$ cat config.mk
export PLATFORM = sky130hd
export DESIGN_NAME = branch_target_unit
export DESIGN_NICKNAME = d
export VERILOG_FILES = /design/src/rtl/btu_pkg.sv /design/src/rtl/btb_store.sv /design/src/rtl/branch_target_unit.sv
export SDC_FILE = /design/constraint.sdc
export NUM_CORES = 1
export LEC_CHECK = 0
export CORE_ASPECT_RATIO = 0.6
export CORE_MARGIN = 5
export CORE_UTILIZATION = 40
export DETAILED_ROUTE_END_ITERATION = 7
export REMOVE_ABC_BUFFERS = 1
export SYNTH_ARGS = -nofsm -noshare
export SYNTH_HDL_FRONTEND = slang
export SYNTH_SLANG_ARGS = --single-unit
$ cat constraint.sdc
create_clock -name clk -period 6.14 [get_ports clk]
set_input_delay 0.921 -clock clk [delete_from_list [all_inputs] [get_ports clk]]
set_output_delay 0.921 -clock clk [all_outputs]
set_load 0.01 [all_outputs]
$ cat src/rtl/btu_pkg.sv
// Shared definitions for the branch target unit: parameter defaults,
// operation mode encodings and a small capture-qualification helper.
package btu_pkg;

  localparam int BTU_WIDTH_DEF = 32;
  localparam int BTU_IMM_W_DEF = 16;
  localparam int BTU_DEPTH_DEF = 16;

  localparam logic [1:0] MODE_BRANCH = 2'd0;
  localparam logic [1:0] MODE_JUMP   = 2'd1;
  localparam logic [1:0] MODE_JR     = 2'd2;
  localparam logic [1:0] MODE_RSVD   = 2'd3;

  // An operation is captured only when present and not the reserved mode.
  function automatic logic is_capture(input logic valid, input logic [1:0] mode);
    return valid && (mode != MODE_RSVD);
  endfunction

endpackage

$ cat src/rtl/btb_store.sv
// Branch target buffer: direct-mapped storage of tag, target and valid bit.
// Index is pc[IDX_W+1:2]; the tag is every PC bit above the index. The
// lookup is registered and reads the array state from before any write on
// the same edge, so a same-index write is not visible until the next lookup.
module btb_store
  import btu_pkg::*;
#(
  parameter int WIDTH = BTU_WIDTH_DEF,
  parameter int DEPTH = BTU_DEPTH_DEF
) (
  input  logic             clk,
  input  logic             rst,
  input  logic             we_i,
  input  logic             inval_i,
  input  logic [WIDTH-1:0] wr_pc_i,
  input  logic [WIDTH-1:0] wr_data_i,
  input  logic [WIDTH-1:0] lookup_pc_i,
  output logic             hit_o,
  output logic [WIDTH-1:0] pred_o
);

  localparam int IDX_W = $clog2(DEPTH);
  localparam int TAG_W = WIDTH - IDX_W - 2;

  logic [DEPTH-1:0] valid_q;
  logic [DEPTH-1:0] valid_d;
  logic [TAG_W-1:0] tag_q  [DEPTH];
  logic [WIDTH-1:0] data_q [DEPTH];
  logic             hit_q;
  logic [WIDTH-1:0] pred_q;

  logic [IDX_W-1:0] wr_idx_s;
  logic [TAG_W-1:0] wr_tag_s;
  logic [IDX_W-1:0] lk_idx_s;
  logic [TAG_W-1:0] lk_tag_s;
  logic             wr_tag_match_s;
  logic             lk_hit_s;
  logic             unused_s;

  assign wr_idx_s = wr_pc_i[IDX_W+1:2];
  assign wr_tag_s = wr_pc_i[WIDTH-1:IDX_W+2];
  assign lk_idx_s = lookup_pc_i[IDX_W+1:2];
  assign lk_tag_s = lookup_pc_i[WIDTH-1:IDX_W+2];

  // Byte-offset bits never take part in indexing or tag compare.
  assign unused_s = ^{wr_pc_i[1:0], lookup_pc_i[1:0]};

  assign wr_tag_match_s = valid_q[wr_idx_s] && (tag_q[wr_idx_s] == wr_tag_s);
  assign lk_hit_s       = valid_q[lk_idx_s] && (tag_q[lk_idx_s] == lk_tag_s);

  // Next valid vector: set on write, clear on a tag-matching invalidate.
  always_comb begin
    valid_d = valid_q;
    if (we_i) begin
      valid_d[wr_idx_s] = 1'b1;
    end else if (inval_i && wr_tag_match_s) begin
      valid_d[wr_idx_s] = 1'b0;
    end else begin
      valid_d = valid_q;
    end
  end

  // Valid bits and registered lookup result, cleared by reset.
  always_ff @(posedge clk) begin
    if (rst) begin
      valid_q <= '0;
      hit_q   <= 1'b0;
      pred_q  <= '0;
    end else begin
      valid_q <= valid_d;
      hit_q   <= lk_hit_s;
      pred_q  <= lk_hit_s ? data_q[lk_idx_s] : '0;
    end
  end

  // Tag and target payload; meaningless while the valid bit is clear.
  always_ff @(posedge clk) begin
    if (we_i) begin
      tag_q[wr_idx_s]  <= wr_tag_s;
      data_q[wr_idx_s] <= wr_data_i;
    end
  end

  assign hit_o  = hit_q;
  assign pred_o = pred_q;

endmodule

$ cat src/rtl/branch_target_unit.sv
// Branch target unit: computes BRANCH / JUMP / JR targets into a one-cycle
// pipeline register toward ex_mem, and maintains a small BTB that predicts
// targets for the fetch PC.
// Optional build macro: BTU_ALIGN_CHECK_EN enables the registered
// misalign_out flag (target[1:0] != 0); otherwise misalign_out is tied low.
module branch_target_unit
  import btu_pkg::*;
#(
  parameter int WIDTH = BTU_WIDTH_DEF,
  parameter int IMM_W = BTU_IMM_W_DEF,
  parameter int DEPTH = BTU_DEPTH_DEF
) (
  input  logic              clk,
  input  logic              rst,
  input  logic              stall,
  input  logic              flush,
  input  logic              valid_in,
  input  logic [1:0]        mode_in,
  input  logic [WIDTH-1:0]  pc_in,
  input  logic [IMM_W-1:0]  imm_in,
  input  logic [WIDTH-7:0]  jidx_in,
  input  logic [WIDTH-1:0]  rs_in,
  input  logic              taken_in,
  input  logic [WIDTH-1:0]  lookup_pc_in,
  output logic              valid_out,
  output logic [WIDTH-1:0]  addr_out,
  output logic              misalign_out,
  output logic              hit_out,
  output logic [WIDTH-1:0]  pred_addr_out
);

  logic [WIDTH-1:0] imm_ext_s;
  logic [WIDTH-1:0] target_s;
  logic             capture_s;
  logic             advance_s;
  logic             btb_we_s;
  logic             btb_inval_s;

  logic             valid_q;
  logic             valid_d;
  logic [WIDTH-1:0] addr_q;
  logic [WIDTH-1:0] addr_d;

  assign imm_ext_s = {{(WIDTH-IMM_W){imm_in[IMM_W-1]}}, imm_in};
  assign capture_s = is_capture(valid_in, mode_in);
  // The register (and the BTB) only take new operations when neither
  // stalled nor flushed.
  assign advance_s = !stall && !flush;

  // Target selection by operation mode; reserved mode yields no target.
  always_comb begin
    target_s = '0;
    case (mode_in)
      MODE_BRANCH: target_s = pc_in + {imm_ext_s[WIDTH-3:0], 2'b00};
      MODE_JUMP:   target_s = {pc_in[WIDTH-1:WIDTH-4], jidx_in, 2'b00};
      MODE_JR:     target_s = rs_in;
      default:     target_s = '0;
    endcase
  end

  // Pipeline register next state: flush beats stall, stall holds.
  always_comb begin
    valid_d = valid_q;
    addr_d  = addr_q;
    if (flush) begin
      valid_d = 1'b0;
    end else if (stall) begin
      valid_d = valid_q;
    end else begin
      valid_d = capture_s;
      if (capture_s) begin
        addr_d = target_s;
      end else begin
        addr_d = addr_q;
      end
    end
  end

  // Pipeline register toward ex_mem.
  always_ff @(posedge clk) begin
    if (rst) begin
      valid_q <= 1'b0;
      addr_q  <= '0;
    end else begin
      valid_q <= valid_d;
      addr_q  <= addr_d;
    end
  end

  assign valid_out = valid_q;
  assign addr_out  = addr_q;

`ifdef BTU_ALIGN_CHECK_EN
  logic misalign_q;
  logic misalign_d;

  // Misalign flag follows the captured target, cleared by flush.
  always_comb begin
    misalign_d = misalign_q;
    if (flush) begin
      misalign_d = 1'b0;
    end else if (stall) begin
      misalign_d = misalign_q;
    end else if (capture_s) begin
      misalign_d = (target_s[1:0] != 2'b00);
    end else begin
      misalign_d = misalign_q;
    end
  end

  // Misalign flag register.
  always_ff @(posedge clk) begin
    if (rst) begin
      misalign_q <= 1'b0;
    end else begin
      misalign_q <= misalign_d;
    end
  end

  assign misalign_out = misalign_q;
`else
  assign misalign_out = 1'b0;
`endif

  // Taken branches and unconditional jumps train the BTB; a not-taken
  // branch evicts a matching entry. Reset discards anything in flight.
  assign btb_we_s    = !rst && advance_s && capture_s &&
                       ((mode_in != MODE_BRANCH) || taken_in);
  assign btb_inval_s = !rst && advance_s && capture_s &&
                       (mode_in == MODE_BRANCH) && !taken_in;

  btb_store #(
    .WIDTH (WIDTH),
    .DEPTH (DEPTH)
  ) u_btb_store (
    .clk         (clk),
    .rst         (rst),
    .we_i        (btb_we_s),
    .inval_i     (btb_inval_s),
    .wr_pc_i     (pc_in),
    .wr_data_i   (target_s),
    .lookup_pc_i (lookup_pc_in),
    .hit_o       (hit_out),
    .pred_o      (pred_addr_out)
  );

endmodule

* Word level (Yosys, flattened, before mapping)
Memory sizes are Yosys's and may differ from the RTL's. A register that Yosys moved wholly into a read port is not among the register bits.
Cells that the tools add are included.
** Cells by class
- $add $sub $neg :: 1
- Multiply operators :: 0
- Divide/modulo/power cells :: 0
- $lt $le $gt $ge :: 3
- Eq/ne operators :: 5
- Shifts and indexed selects :: 0
- Mux-type cells :: 11
- Bitwise gates (word level) :: 6
- Reduce and logical (&&, ||, !) cells :: 22
** Operators by type and width (number)
- 32-bit case mux with 3 select lines :: 1
- 26-bit == test :: 2
- 32-bit adder :: 1
- 16-bit 2-to-1 mux :: 2
- 16-bit bitwise AND :: 1
- 16-bit inverter :: 1
- 16-bit bitwise OR :: 1
- 1-bit logical AND :: 11
- 4-bit by 5-bit less-than comparator with 1-bit output (second input constant) :: 2
- 1-bit binary-select mux with 4-bit select :: 2
- 1-bit 2-to-1 mux :: 5
- 1-bit demux with 4-bit select :: 1
- 4-bit by 1-bit greater-or-equal comparator with 1-bit output (second input constant) :: 1
- 1-bit zero test :: 4
- 2-bit nonzero test :: 2
- 2-bit OR reduction :: 2
- 1-bit inverter :: 3
- 3-bit AND reduction :: 1
- 2-bit by 1-bit == test with 1-bit output (second input constant) :: 1
- 2-bit == test (second input constant) :: 1
- 2-bit zero test :: 1
- 2-bit inequality test (second input constant) :: 1
- 1-bit logical OR :: 1
** Word-level totals
- Register bits :: 50
- Bits in latches :: 0
- RAM bits :: 928
- ROM bits :: 0
- Output and inout bits :: 67
- Word-level logic and storage cells :: 54
- Memories :: 2
** Memories
- u_btb_store.data_q :: words 16, width 32, read ports 1, clocked after Yosys merged registers in 1, wr ports 1, RTL line btb_store.sv:28 : logic [WIDTH-1:0] data_q [DEPTH];
- u_btb_store.tag_q :: words 16, width 26, read ports 2, clocked after Yosys merged registers in 0, wr ports 1, RTL line btb_store.sv:27 : logic [TAG_W-1:0] tag_q [DEPTH];

* Depth between registers and ports, before layout
Gate-level depths: netlist of the first run.
- Depth after elaboration :: 9
- Mapped depth :: 14

* Modules after synthesis
Synthesis of the first run repeated with hierarchy kept, for this count alone.
** Second synthesis, totals
- Cells, all modules :: 2412
- Area total of the unflattened synthesis :: 44521.4 um^2
** Modules (own cells, without submodules)
- btb_store :: times used 1, cells each 1928, area an instance 41106.9 um^2
- branch_target_unit :: times used 1, cells each 484, area an instance 3414.5 um^2

* Least setup slack after synthesis of the first run
Ideal clock, no wire load.
- Path type :: input-to-reg
- From :: input port mode_in[0]
- To :: memory u_btb_store.data_q[10][0] in the netlist's numbering, enable pin
- Setup time :: 476 ps
- Arrival time :: 4746 ps
- Required time :: 5664 ps
- Path slack :: 919 ps
- Stages on the path :: 9
- Buffers on the path :: 2
- Path through :: clkbuf_1 > nand2_1 > nand3b_1 > or2_2 > nor2_1 > o31a_1 > clkbuf_1 > nand2_1 > nor2_1
** Between the ends
- Word-level cells in the longest chain between the ends :: 6
- Elaborated cells between the ends (all ways) :: 8
** RTL lines
- from (decl) :: RTL line branch_target_unit.sv:18 : input logic [1:0] mode_in,
- 2-bit inequality test :: RTL line btu_pkg.sv:16 : return valid && (mode != MODE_RSVD);
- 1-bit logical AND :: RTL line btu_pkg.sv:16
- 1-bit logical AND :: RTL line branch_target_unit.sv:127 : assign btb_we_s = !rst && advance_s && capture_s &&
- 1-bit logical AND (*) :: RTL line branch_target_unit.sv:127
- 1-bit 2-to-1 mux (*) :: RTL line btb_store.sv:78 : if (we_i) begin
- 1-bit 2-to-1 mux (not written as such) (*) :: RTL line btb_store.sv:80 : data_q[wr_idx_s] <= wr_data_i;
- to (decl) :: RTL line btb_store.sv:28
Every way passes the cells marked *; elsewhere a longest branch is shown, timed or not.

* Final worst setup path of the first run
- From :: input port pc_in[10]
- To :: memory u_btb_store.data_q[11][24] in the netlist's numbering (data pin)
** Between the ends
- Word-level cells in the longest chain between the ends :: 2
** RTL lines
- from (decl) :: RTL line branch_target_unit.sv:19 : input logic [WIDTH-1:0] pc_in,
- 32-bit adder :: RTL line branch_target_unit.sv:54 : MODE_BRANCH: target_s = pc_in + {imm_ext_s[WIDTH-3:0], 2'b00};
- 32-bit case mux with 3 select lines :: RTL line branch_target_unit.sv:53 : case (mode_in)
- via target_s[24] :: RTL line branch_target_unit.sv:33 : logic [WIDTH-1:0] target_s;
The timed path passes the listed nets, and every way through them passes these cells.

==> key figures, run 1 <==
Hold path
  • Min-Delay Path Depth: 2
  • Hold path startpoint: addr_out[6]
  • Worst hold path type: reg2reg
  • Hold Path Sink: addr_out[6]

Final layout
  • Final design area excluding fillers: 51320 um2
  • Share of cells above drive strength 1: 25.90%
  • Most common cell after layout, fill and taps aside: edfxtp_1
  • Finished Layout Cells: 4094
  • Most frequent cells in the layout: 928 x edfxtp_1, 379 x mux4_2, 198 x clkdlybuf4s50_1
  • Area Overhead vs Synth: 16.68%
  • Final nets: 2752

Timing
  • Clk_skew: 0.02771 ns
  • Final Critical Period: 4.715 ns
  • Final Max Slew Viols: 0
  • Fmax: 212.1 MHz
  • Headroom to the max-slew limit: 16.09%
  • RSZ-0062 raised after global routing: false
  • Tcrit/Tclk final: 76.80%
  • Final Hold Fails: 0
  • Setup TNS Final: 0 ns
  • # setup viols final: 0
  • Worst Tran Pin Value: 1.254 ns

Synth
  • Number of synthesized flops with an enable pin: 928
  • Synthesized flop and latch total: 1010
  • Async SR Flop Fraction: 0%
  • Sequential-to-total area share from yosys stat: 67.10%
  • Synth warn: 0
  • Post-synth cell types: 67
  • Post-Syn Instances: 2313
  • Avg Cell Area, Syn: 19.01 um2
  • Synthesized area: 43980 um2
  • Primary FF master, synth: edfxtp_1

Clocking
  • Reg clk slew, reported paths: 0.06 ns
  • CTS root buffer: clkbuf_16
  • Number of cells upsized or downsized after cts: 0
  • Worst-Skew Late Latency: 0.69 ns
  • Hold buffer count at cts: 0
  • H-Tree Depth: 3
  • Clk buf depth: 3
  • CTS Sinks: 1010
  • CTS tree: yes
  • TritonCTS buffer count: 94
  • Buffer count from post-CTS setup fixing: 0

Floorplanning
  • Num rows: 94
  • Die Span X: 438.1 um
  • Num ports: 213
  • Die Y: 266.8 um
  • Die Area: 116900 um2
  • Initial Utilization: 40.21%
  • Core Area: 109400 um2

Detailed routing
  • Drt pass-1 iters: 5
  • Vias/cell: 6.088
  • Detailed router's first-iteration violation count: 2774
  • Antenna-violating nets left: 0
  • DR DRC count: 0
  • Routed wire length: 130.0 mm
  • Routed len/inst: 31.77 um
  • Vias: 24.93k

Worst setup path
  • R2r endpoint: u_btb_store.pred_o[5]
  • FF-to-FF path depth: 10
  • Crit path kind: in2reg
  • R2r setup slk: 2.67 ns
  • Reg2reg start: u_btb_store.tag_q[1][7]
  • CP Capture Type: flop
  • Crit-path max FO: 17
  • Critical path arrival: 5.04 ns
  • CP startpoint kind: primary input
  • CP cell instances: clkdlybuf4s50_1 > ha_1 > a21oi_1 > nand2_1 > a21o_1 > a311oi_1 > buf_4 > o21ai_0 > a211oi_1 > xor2_1 > o31ai_2
  • Worst path required time: 6.47 ns
  • CP peak stage delay: 0.89 ns
  • Crit path max-delay cell type: o31ai_2

Pwr
  • Tot Pwr: 14.84 mW
  • VDD IR max: 0.2009 mV
  • Pwr/cell area: 289.3 nW/um2
  • Leak: 15.79 nW

GRT
  • Vias in the first global route: 25.24k
  • Initial antenna violation count: 4
  • Largest net degree at the start of global routing: 81
  • Grt total ovfl: 0
  • GR Util All Layers: 21.95%
  • First-pass GRT wire length: 184.4 mm

Flow run
  • Max-Cap Viols: 0

Outcome
  • Status: finished, final reports clean

Place
  • Detailed placer's ending HPWL: 79.59 mm
  • Placer Congestion: 0.8845
  • DP Cell Count: 3920
  • Cell area after placement: 48250 um2
  • Input/output buffers: 209
[worst max-delay path: cells and delay by family]
kind            cells  cell delay, ns
xor+xnor            1            0.19
buf+inv             2            0.92
simple gates        1            0.08
fa+ha+maj           1            0.52
compound gates      6            2.38
[per-layer routing]
metal | vias up | share of wire, % | GRT usage [%]
met3 | 197 | 8.5 | 4.562
met4 | 2 | 2.8 | 6.011
met1 | 13330 | 43 | 32.01
met2 | 1237 | 46 | 33.82
met5 | - | 0.010 | 0
li1 | 10160 | - | -
[worst max path at each step]
stage / startpoint / endpoint / slack, ns / depth (start not counted)
global route: pc_in[10] / u_btb_store.data_q[13][24] / 1.23 / 11
global placement: pc_in[10] / u_btb_store.data_q[12][24] / 1.0 / 11
detailed placement: pc_in[14] / u_btb_store.data_q[12][24] / 0.86 / 11
finish: pc_in[10] / u_btb_store.data_q[11][24] / 1.42 / 11
CTS: pc_in[10] / u_btb_store.data_q[12][24] / 1.59 / 11
floorplan: stall / u_btb_store.data_q[11][0] / 0.81 / 6
[sequential cells by signal, summed over array words and instances, names as in the netlist, named ones only]
name and flops:
u_btb_store.data_q 512, u_btb_store.tag_q 416, addr_out 32, u_btb_store.pred_o 32, u_btb_store.hit_o 1, valid_out 1
[power by group]
| part | switching [mW] | internal, mW | total (mW) |
|---|---|---|---|
| Sequential | 0.0115 | 7.59 | 7.61 |
| Clock | 2.59 | 3.32 | 5.91 |
| Combinational | 0.787 | 0.541 | 1.33 |
[cells in the mapped netlist (all sizes together) (9+ instances only)]
library cell | n | area share [%]
edfxtp | 928 | 63
mux4 | 379 | 19
nand2 | 88 | 0.75
nor2 | 83 | 0.71
dfxtp | 82 | 3.7
clkbuf | 77 | 0.66
buf | 70 | 0.94
a21oi | 59 | 0.67
mux2i | 55 | 1.3
nor2b | 52 | 0.74
xnor2 | 48 | 0.96
o21ai | 39 | 0.44
xor2 | 31 | 0.62
nor3 | 30 | 0.34
ha | 29 | 0.83
a311oi | 24 | 0.48
a211oi | 21 | 0.36
mux2 | 20 | 0.51
a21o | 18 | 0.31
o22ai | 13 | 0.18
inv | 12 | 0.10
nand4 | 12 | 0.17
nand3 | 11 | 0.13
a22oi | 10 | 0.17
o21bai | 9 | 0.15
[final cells by class]
type,instances,area [um2]
clock inverters,44,460.4
well taps,1440,1802
multi-input cells,1144,13860
clock buffers,129,2608
fillers,9090,58060
flip-flops and latches,1010,29510
repair buffers,314,3027
diodes,1,2.502
inverters,12,45.04
[cells by family after synthesis]
logic type	after synthesis	share of synthesized area [%]
other	1	0.008527
xor gates and xnor gates	79	1.573
DFF	1010	67.10
buffers and inverters	159	1.698
muxes	454	21.17
adders and majority gates	30	0.8706
and+or+nand+nor	325	3.633
AOI/OAI and AO/OA	255	3.946
[per-stage QoR]
step	hold slack, ns	worst slack, ns	util (%)
6_report	0.4569	1.425	46.91
5_1_grt	0.4749	1.231	46.91
4_1_cts	0.4600	1.588	46.91
3_5_place_dp	0.4522	0.8616	44.11
3_3_place_gp	0.4521	0.9991	44.11
2_1_floorplan	0.4745	0.8134	-
No activity file was read; power rests on OpenSTA's default activity.
==> run 2: changes to the inputs <==
clock period = 4.75 ns   (was 6.14 ns; I/O delays follow)
==> run 2 against run 1 <==
Clock power up 30%. Sequential cell count unchanged. Via count up 0.98%.
==> key figures, run 2 (synthesis results as in run 1) <==
Outcome
  • Status: finished, final reports clean (unchanged)

Worst setup path
  • Critical path arrival: 4.44 ns (was 5.04 ns)
  • Crit path kind: in2reg (unchanged)
  • CP startpoint kind: primary input (unchanged)
  • CP Capture Type: flop (unchanged)
  • Critical path launch point: pc_in[13] (was pc_in[10])
  • Worst path required time: 5.07 ns (was 6.47 ns)
  • Reg2reg start: u_btb_store.tag_q[15][4] (was u_btb_store.tag_q[1][7])
  • Crit-path max FO: 17 (unchanged)

Clocking
  • Worst-Skew Late Latency: 0.69 ns (about the same)
  • CTS tree: yes (unchanged)
  • Buffer count from post-CTS setup fixing: 0 (unchanged)
  • Number of cells upsized or downsized after cts: 0 (unchanged)
  • Reg clk slew, reported paths: 0.06 ns (about the same)
  • CTS root buffer: clkbuf_16 (unchanged)
  • TritonCTS buffer count: 94 (unchanged)
  • Clk buf depth: 3 (unchanged)
  • Hold buffer count at cts: 0 (unchanged)
  • CTS Sinks: 1010 (unchanged)
  • H-Tree Depth: 3 (unchanged)

Final layout
  • Final nets: 2803 (was 2752)
  • Largest reg by FF count: u_btb_store.data_q (unchanged)
  • Final Core Density: 47.54% (was 46.91%)
  • Area Overhead vs Synth: 18.23% (was 16.68%)
  • Most common cell after layout, fill and taps aside: edfxtp_1 (unchanged)
  • Final design area excluding fillers: 52000 um2 (was 51320 um2)
  • Most frequent cells in the layout: 928 x edfxtp_1, 379 x mux4_2, 198 x clkdlybuf4s50_1 (unchanged)
  • Max FFs per register: 512 (unchanged)
  • Share of cells above drive strength 1: 27.39% (was 25.90%)
  • Top Registers: u_btb_store.data_q x512, u_btb_store.tag_q x416 (unchanged)

GRT
  • Largest net degree at the start of global routing: 122 (was 81)
  • Grt total ovfl: 0 (unchanged)
  • Grt met3 use: 5.460% (was 4.562%)
  • Met1 GRT Util: 31.75% (was 32.01%)
  • GRT Max-Usage Layer: met2 (unchanged)
  • Routing usage on met2: 34.57% (was 33.82%)
  • First-pass GRT wire length: 187.5 mm (was 184.4 mm)
  • Vias in the first global route: 25.57k (was 25.24k)
  • GR Util All Layers: 22.42% (was 21.95%)
  • Initial antenna violation count: 3 (was 4)

Detailed routing
  • Antenna-violating nets left: 0 (unchanged)
  • Vias/cell: 6.069 (was 6.088)
  • DR DRC count: 0 (unchanged)
  • Drt pass-1 iters: 5 (unchanged)
  • Routed len/inst: 31.78 um (was 31.77 um)
  • Routed wire length: 131.8 mm (was 130.0 mm)
  • Vias: 25.17k (was 24.93k)
  • Detailed router's first-iteration violation count: 2958 (was 2774)

Pwr
  • VDD IR max: 0.2103 mV (was 0.2009 mV)
  • Pwr/cell area: 371.4 nW/um2 (was 289.3 nW/um2)
  • Sequential Power Share: 50.9% (was 51.2%)
  • P_int: 14.92 mW (was 11.46 mW)
  • Leak: 16.13 nW (was 15.79 nW)
  • Switching Fraction: 22.75% (was 22.80%)
  • Clock power frac: 39.9% (was 39.8%)
  • Tot Pwr: 19.31 mW (was 14.84 mW)
  • Comb pwr share: 9.2% (was 8.9%)
  • Psw: 4.394 mW (was 3.384 mW)

Timing
  • # setup viols final: 0 (unchanged)
  • Worst Tran Pin Value: 1.270 ns (was 1.254 ns)
  • Final Hold Fails: 0 (unchanged)
  • Setup TNS Final: 0 ns (unchanged)
  • Clk_skew: 0.02015 ns (was 0.02771 ns)
  • Final Max Slew Viols: 0 (unchanged)
  • Hold slack final: 0.4665 ns (was 0.4569 ns)
  • Fmax: 242.6 MHz
  • RSZ-0062 raised after global routing: false (unchanged)
  • Final Critical Period: 4.122 ns
  • Headroom to the max-slew limit: 15.02% (was 16.09%)
  • Tcrit/Tclk final: 86.77%

Hold path
  • Worst hold path type: reg2reg (unchanged)
  • Hold path startpoint: addr_out[8] (was addr_out[6])

Place
  • Detailed placer's ending HPWL: 82.24 mm (was 79.59 mm)
  • Cell area after placement: 48890 um2 (was 48250 um2)
  • Input/output buffers: 209 (unchanged)
  • Placer Congestion: 0.9187 (was 0.8845)

Floorplanning
  • Die Y: 266.8 um (unchanged)
  • Num rows: 94 (unchanged)
  • Initial Utilization: 40.21% (unchanged)
  • Die Area: 116900 um2 (unchanged)
  • Core Area: 109400 um2 (unchanged)
  • Die Span X: 438.1 um (unchanged)
  • Num ports: 213 (unchanged)

Flow run
  • Max-Cap Viols: 0 (unchanged)
run 2: cell type report:
cell class                      count  area [um2]
Tap cell                         1440        1802
Fill cell                        9022       57380
Clock inverter                     45       478.0
Antenna cell                        2       5.005
Multi-Input combinational cell   1144       13870
Sequential cell                  1010       29510
Clock buffer                      129        2628
Inverter                           12       45.04
Timing Repair Buffer              365        3660
run 2: path summary, 6_finish.rpt:
path,endpoint,slack (ns),depth (start not counted)
worst max-delay path,u_btb_store.data_q[5][24],0.63,12
worst max register to register,u_btb_store.pred_o[7],1.32,10
worst min register to register,addr_out[8],0.47,2
worst min-delay path,addr_out[8],0.47,2
run 2: routing by layer:
layer  part of all wire, %  up-vias
met5                     0        -
met4                   3.3        0
met3                   9.2      230
met2                    46     1300
met1                    42    13360
li1                      -    10280
run 2: stage by stage:
step                setup slack, ns  std cells
floorplan                   -0.3681       2166
global placement             0.1623       3971
detailed placement         -0.01883       3971
CTS                          0.6964       4145
global route                 0.4546       4145
finish                       0.6284       4147
run 2: worst max-delay path, stage by stage:
cell and delay [ns]:
clkdlybuf4s50_1 0.61, ha_1 0.43, a21o_1 0.17, a21o_1 0.18, a21o_1 0.20, a311oi_1 0.31
buf_4 0.22, o21ai_0 0.15, a211oi_1 0.26, buf_4 0.17, xor2_1 0.08, o31ai_2 0.90
run 2: power groups by stage:
stage	Clock, mW	Sequential, mW	Combinational [mW]
after floorplan	0	10.0	0.801
after global placement	0	10.0	1.75
after detailed placement	0	10.0	1.77
after CTS	7.83	9.83	1.78
after global routing	8.23	9.83	1.89
final	7.70	9.83	1.78
==> run 3: changes to the inputs <==
CORE_UTILIZATION = 50   (was 40)
PLACE_DENSITY = 0.68   (was unset)
==> run 3 against run 2 <==
Combinational power is essentially flat. Total power shrank 2.9%. Via count is essentially flat. Clock-buffer cell count shrank 16. First-iteration DRC count grew 2.7%. Critical endpoint is now u_btb_store.data_q[11][28]. Highest routed layer is now met5.
==> key figures, run 3 (synthesis results as in run 1) <==
Timing
  • Final Critical Period: 4.059 ns (was 4.122 ns)
  • Clk_skew: 0.01767 ns (was 0.02015 ns)
  • Final Hold Fails: 0 (unchanged)
  • Final Max Slew Viols: 0 (unchanged)
  • Headroom to the max-slew limit: 24.46% (was 15.02%)
  • Tcrit/Tclk final: 85.46% (was 86.77%)
  • # setup viols final: 0 (unchanged)
  • RSZ-0062 raised after global routing: false (unchanged)
  • Fmax: 246.4 MHz (was 242.6 MHz)
  • Worst Tran Pin Value: 1.126 ns (was 1.270 ns)

Final layout
  • Filler cells: 6410 (was 9022)
  • Most common cell after layout, fill and taps aside: edfxtp_1 (unchanged)
  • Final Core Density: 58.69% (was 47.54%)
  • Final nets: 2798 (was 2803)
  • Most frequent cells in the layout: 928 x edfxtp_1, 379 x mux4_2, 199 x clkdlybuf4s50_1 (was 928 x edfxtp_1, 379 x mux4_2, 198 x clkdlybuf4s50_1)
  • Share of cells above drive strength 1: 26.94% (was 27.39%)
  • Max FFs per register: 512 (unchanged)
  • Largest reg by FF count: u_btb_store.data_q (unchanged)
  • Sequential Area: 29510 um2 (unchanged)
  • Top Registers: u_btb_store.data_q x512, u_btb_store.tag_q x416 (unchanged)
  • Area Overhead vs Synth: 16.69% (was 18.23%)
  • Finished Layout Cells: 3858 (was 4147)
  • Multi-input logic area: 13860 um2 (was 13870 um2)

Worst setup path
  • Buf+Inv Stages, Crit Path: 3 (unchanged)
  • Most used cell, CP: o21ai_0 (was a21o_1)
  • Crit path max-delay cell type: clkdlybuf4s50_1 (was o31ai_2)
  • Critical path launch point: imm_in[0] (was pc_in[13])
  • Kind of cell adding the most delay to the critical path: compound AO/OA/AOI/OAI gates (unchanged)
  • CP cell instances: clkdlybuf4s50_1 > ha_1 > inv_1 > fa_1 > nor2b_1 > o211ai_1 > a21oi_1 > a311oi_1 > buf_4 > o21ai_0 > a211oi_1 > o21ai_0 > mux2i_1 > nand2_1 (was clkdlybuf4s50_1 > ha_1 > a21o_1 > a21o_1 > a21o_1 > a311oi_1 > buf_4 > o21ai_0 > a211oi_1 > buf_4 > xor2_1 > o31ai_2)
  • FF-to-FF path depth: 11 (was 10)
  • Reg2reg start: u_btb_store.tag_q[9][4] (was u_btb_store.tag_q[15][4])
  • CP startpoint kind: primary input (unchanged)
  • R2r setup slk: 1.51 ns (was 1.32 ns)
  • Crit path kind: in2reg (unchanged)
  • CP peak stage delay: 0.61 ns (was 0.90 ns)
  • Crit-path max FO: 16 (was 17)
  • Critical path arrival: 4.37 ns (was 4.44 ns)
  • Worst path required time: 5.06 ns (was 5.07 ns)
  • CP Capture Type: flop (unchanged)

GRT
  • Largest net degree at the start of global routing: 70 (was 122)
  • First-pass GRT wire length: 178.2 mm (was 187.5 mm)
  • Grt total ovfl: 0 (unchanged)
  • Initial antenna violation count: 4 (was 3)
  • Vias in the first global route: 25.18k (was 25.57k)
  • GR Util All Layers: 26.57% (was 22.42%)

Hold path
  • Hold Path Sink: addr_out[11] (was addr_out[8])
  • Min-Delay Path Depth: 2 (unchanged)
  • Worst hold path type: reg2reg (unchanged)
  • Hold path startpoint: addr_out[11] (was addr_out[8])

Floorplanning
  • Die Area: 94180 um2 (was 116900 um2)
  • Num rows: 84 (was 94)
  • Die Span X: 392.9 um (was 438.1 um)
  • Core Area: 87440 um2 (was 109400 um2)
  • Die Y: 239.7 um (was 266.8 um)
  • Initial Utilization: 50.29% (was 40.21%)
  • Num ports: 213 (unchanged)

Clocking
  • Buffer count from post-CTS setup fixing: 0 (unchanged)
  • CTS tree: yes (unchanged)
  • Worst-Skew Late Latency: 0.68 ns (was 0.69 ns)
  • Clk buf depth: 3 (unchanged)
  • H-Tree Depth: 3 (unchanged)
  • CTS Sinks: 1010 (unchanged)
  • CTS root buffer: clkbuf_16 (unchanged)
  • Reg clk slew, reported paths: 0.07 ns (was 0.06 ns)
  • TritonCTS buffer count: 91 (was 94)
  • Number of cells upsized or downsized after cts: 0 (unchanged)
  • Hold buffer count at cts: 0 (unchanged)

Detailed routing
  • Vias: 25.18k (was 25.17k)
  • Detailed router's first-iteration violation count: 3038 (was 2958)
  • Routed wire length: 125.0 mm (was 131.8 mm)
  • Vias/cell: 6.526 (was 6.069)
  • Drt pass-1 iters: 5 (unchanged)
  • Antenna-violating nets left: 0 (unchanged)
  • DR DRC count: 0 (unchanged)
  • Routed len/inst: 32.40 um (was 31.78 um)

Place
  • Detailed placer's ending HPWL: 76.84 mm (was 82.24 mm)
  • Input/output buffers: 209 (unchanged)
  • DP Cell Count: 3688 (was 3971)
  • Placer Congestion: 0.9145 (was 0.9187)

Outcome
  • Status: finished, final reports clean (unchanged)

Pwr
  • Pwr/cell area: 365.5 nW/um2 (was 371.4 nW/um2)
  • VDD IR max: 0.3071 mV (was 0.2103 mV)
  • Leak: 15.99 nW (was 16.13 nW)

Flow run
  • Max-Cap Viols: 0 (unchanged)
-- run 3: changes by cell type in the layout (fill, tap and decap cells not counted), moves of 3 or more --
cell	delta
buf_4	+3
buf_12	-5
bufinv_16	-6
clkinv_1	+13
o21ai_0	+3
clkbuf_8	-4
clkbuf_1	-10
-- run 3: per-stage QoR --
| stage | hold WS, ns | TNS [ns] | power [mW] | instance area, um2 | worst slack, ns |
|---|---|---|---|---|---|
| after global routing | 0.4662 | 0 | 19.35 | 51320 | 0.6036 |
| after detailed placement | 0.4475 | 0 | 11.75 | 48440 | 0.1777 |
| final | 0.4555 | 0 | 18.76 | 51320 | 0.6909 |
| after CTS | 0.4139 | 0 | 18.86 | 51300 | 0.8938 |
| after global placement | 0.4469 | 0 | 11.72 | 48440 | 0.2355 |
| after floorplan | 0.4745 | -323.63 | 10.83 | 43280 | -0.3681 |
-- run 3: cell type report --
type | count | share of cell area, %
Sequential cell | 1010 | 57.50
Multi-Input combinational cell | 1144 | 27.01
Timing Repair Buffer | 363 | 6.990
Clock buffer | 113 | 4.842
Tap cell | 1161 | 2.831
Clock inverter | 53 | 0.7241
Inverter | 12 | 0.08777
Antenna cell | 2 | 0.009753
-- run 3: tightest hold or removal path, stage by stage, from the launching register on --
cell and delay [ns]:
dfxtp_1 0.31, nand2_1 0.05, a21oi_1 0.05
-- run 3: worst max path at each step --
stage,endpoint,slack [ns],cells past startpoint
after global placement,u_btb_store.data_q[12][28],0.24,14
after floorplan,u_btb_store.data_q[11][0],-0.37,6
final,u_btb_store.data_q[11][28],0.69,14
after detailed placement,u_btb_store.data_q[15][28],0.18,14
after global routing,u_btb_store.data_q[15][25],0.60,10
after CTS,u_btb_store.data_q[11][28],0.89,14
-- run 3: power by group --
part           internal [mW]  switching, mW  leakage, nW
Clock                   3.89           3.29         1.41
Combinational          0.734           1.01         6.00
Sequential              9.82         0.0143         8.58
-- run 3: per-layer routing --
layer	vias up	GRT usage, %	wire length (um)
li1	10260	-	-
met3	204	7.314	13370
met5	-	0	13
met1	13300	38.41	50420
met2	1414	40.10	57450
met4	2	7.941	3732
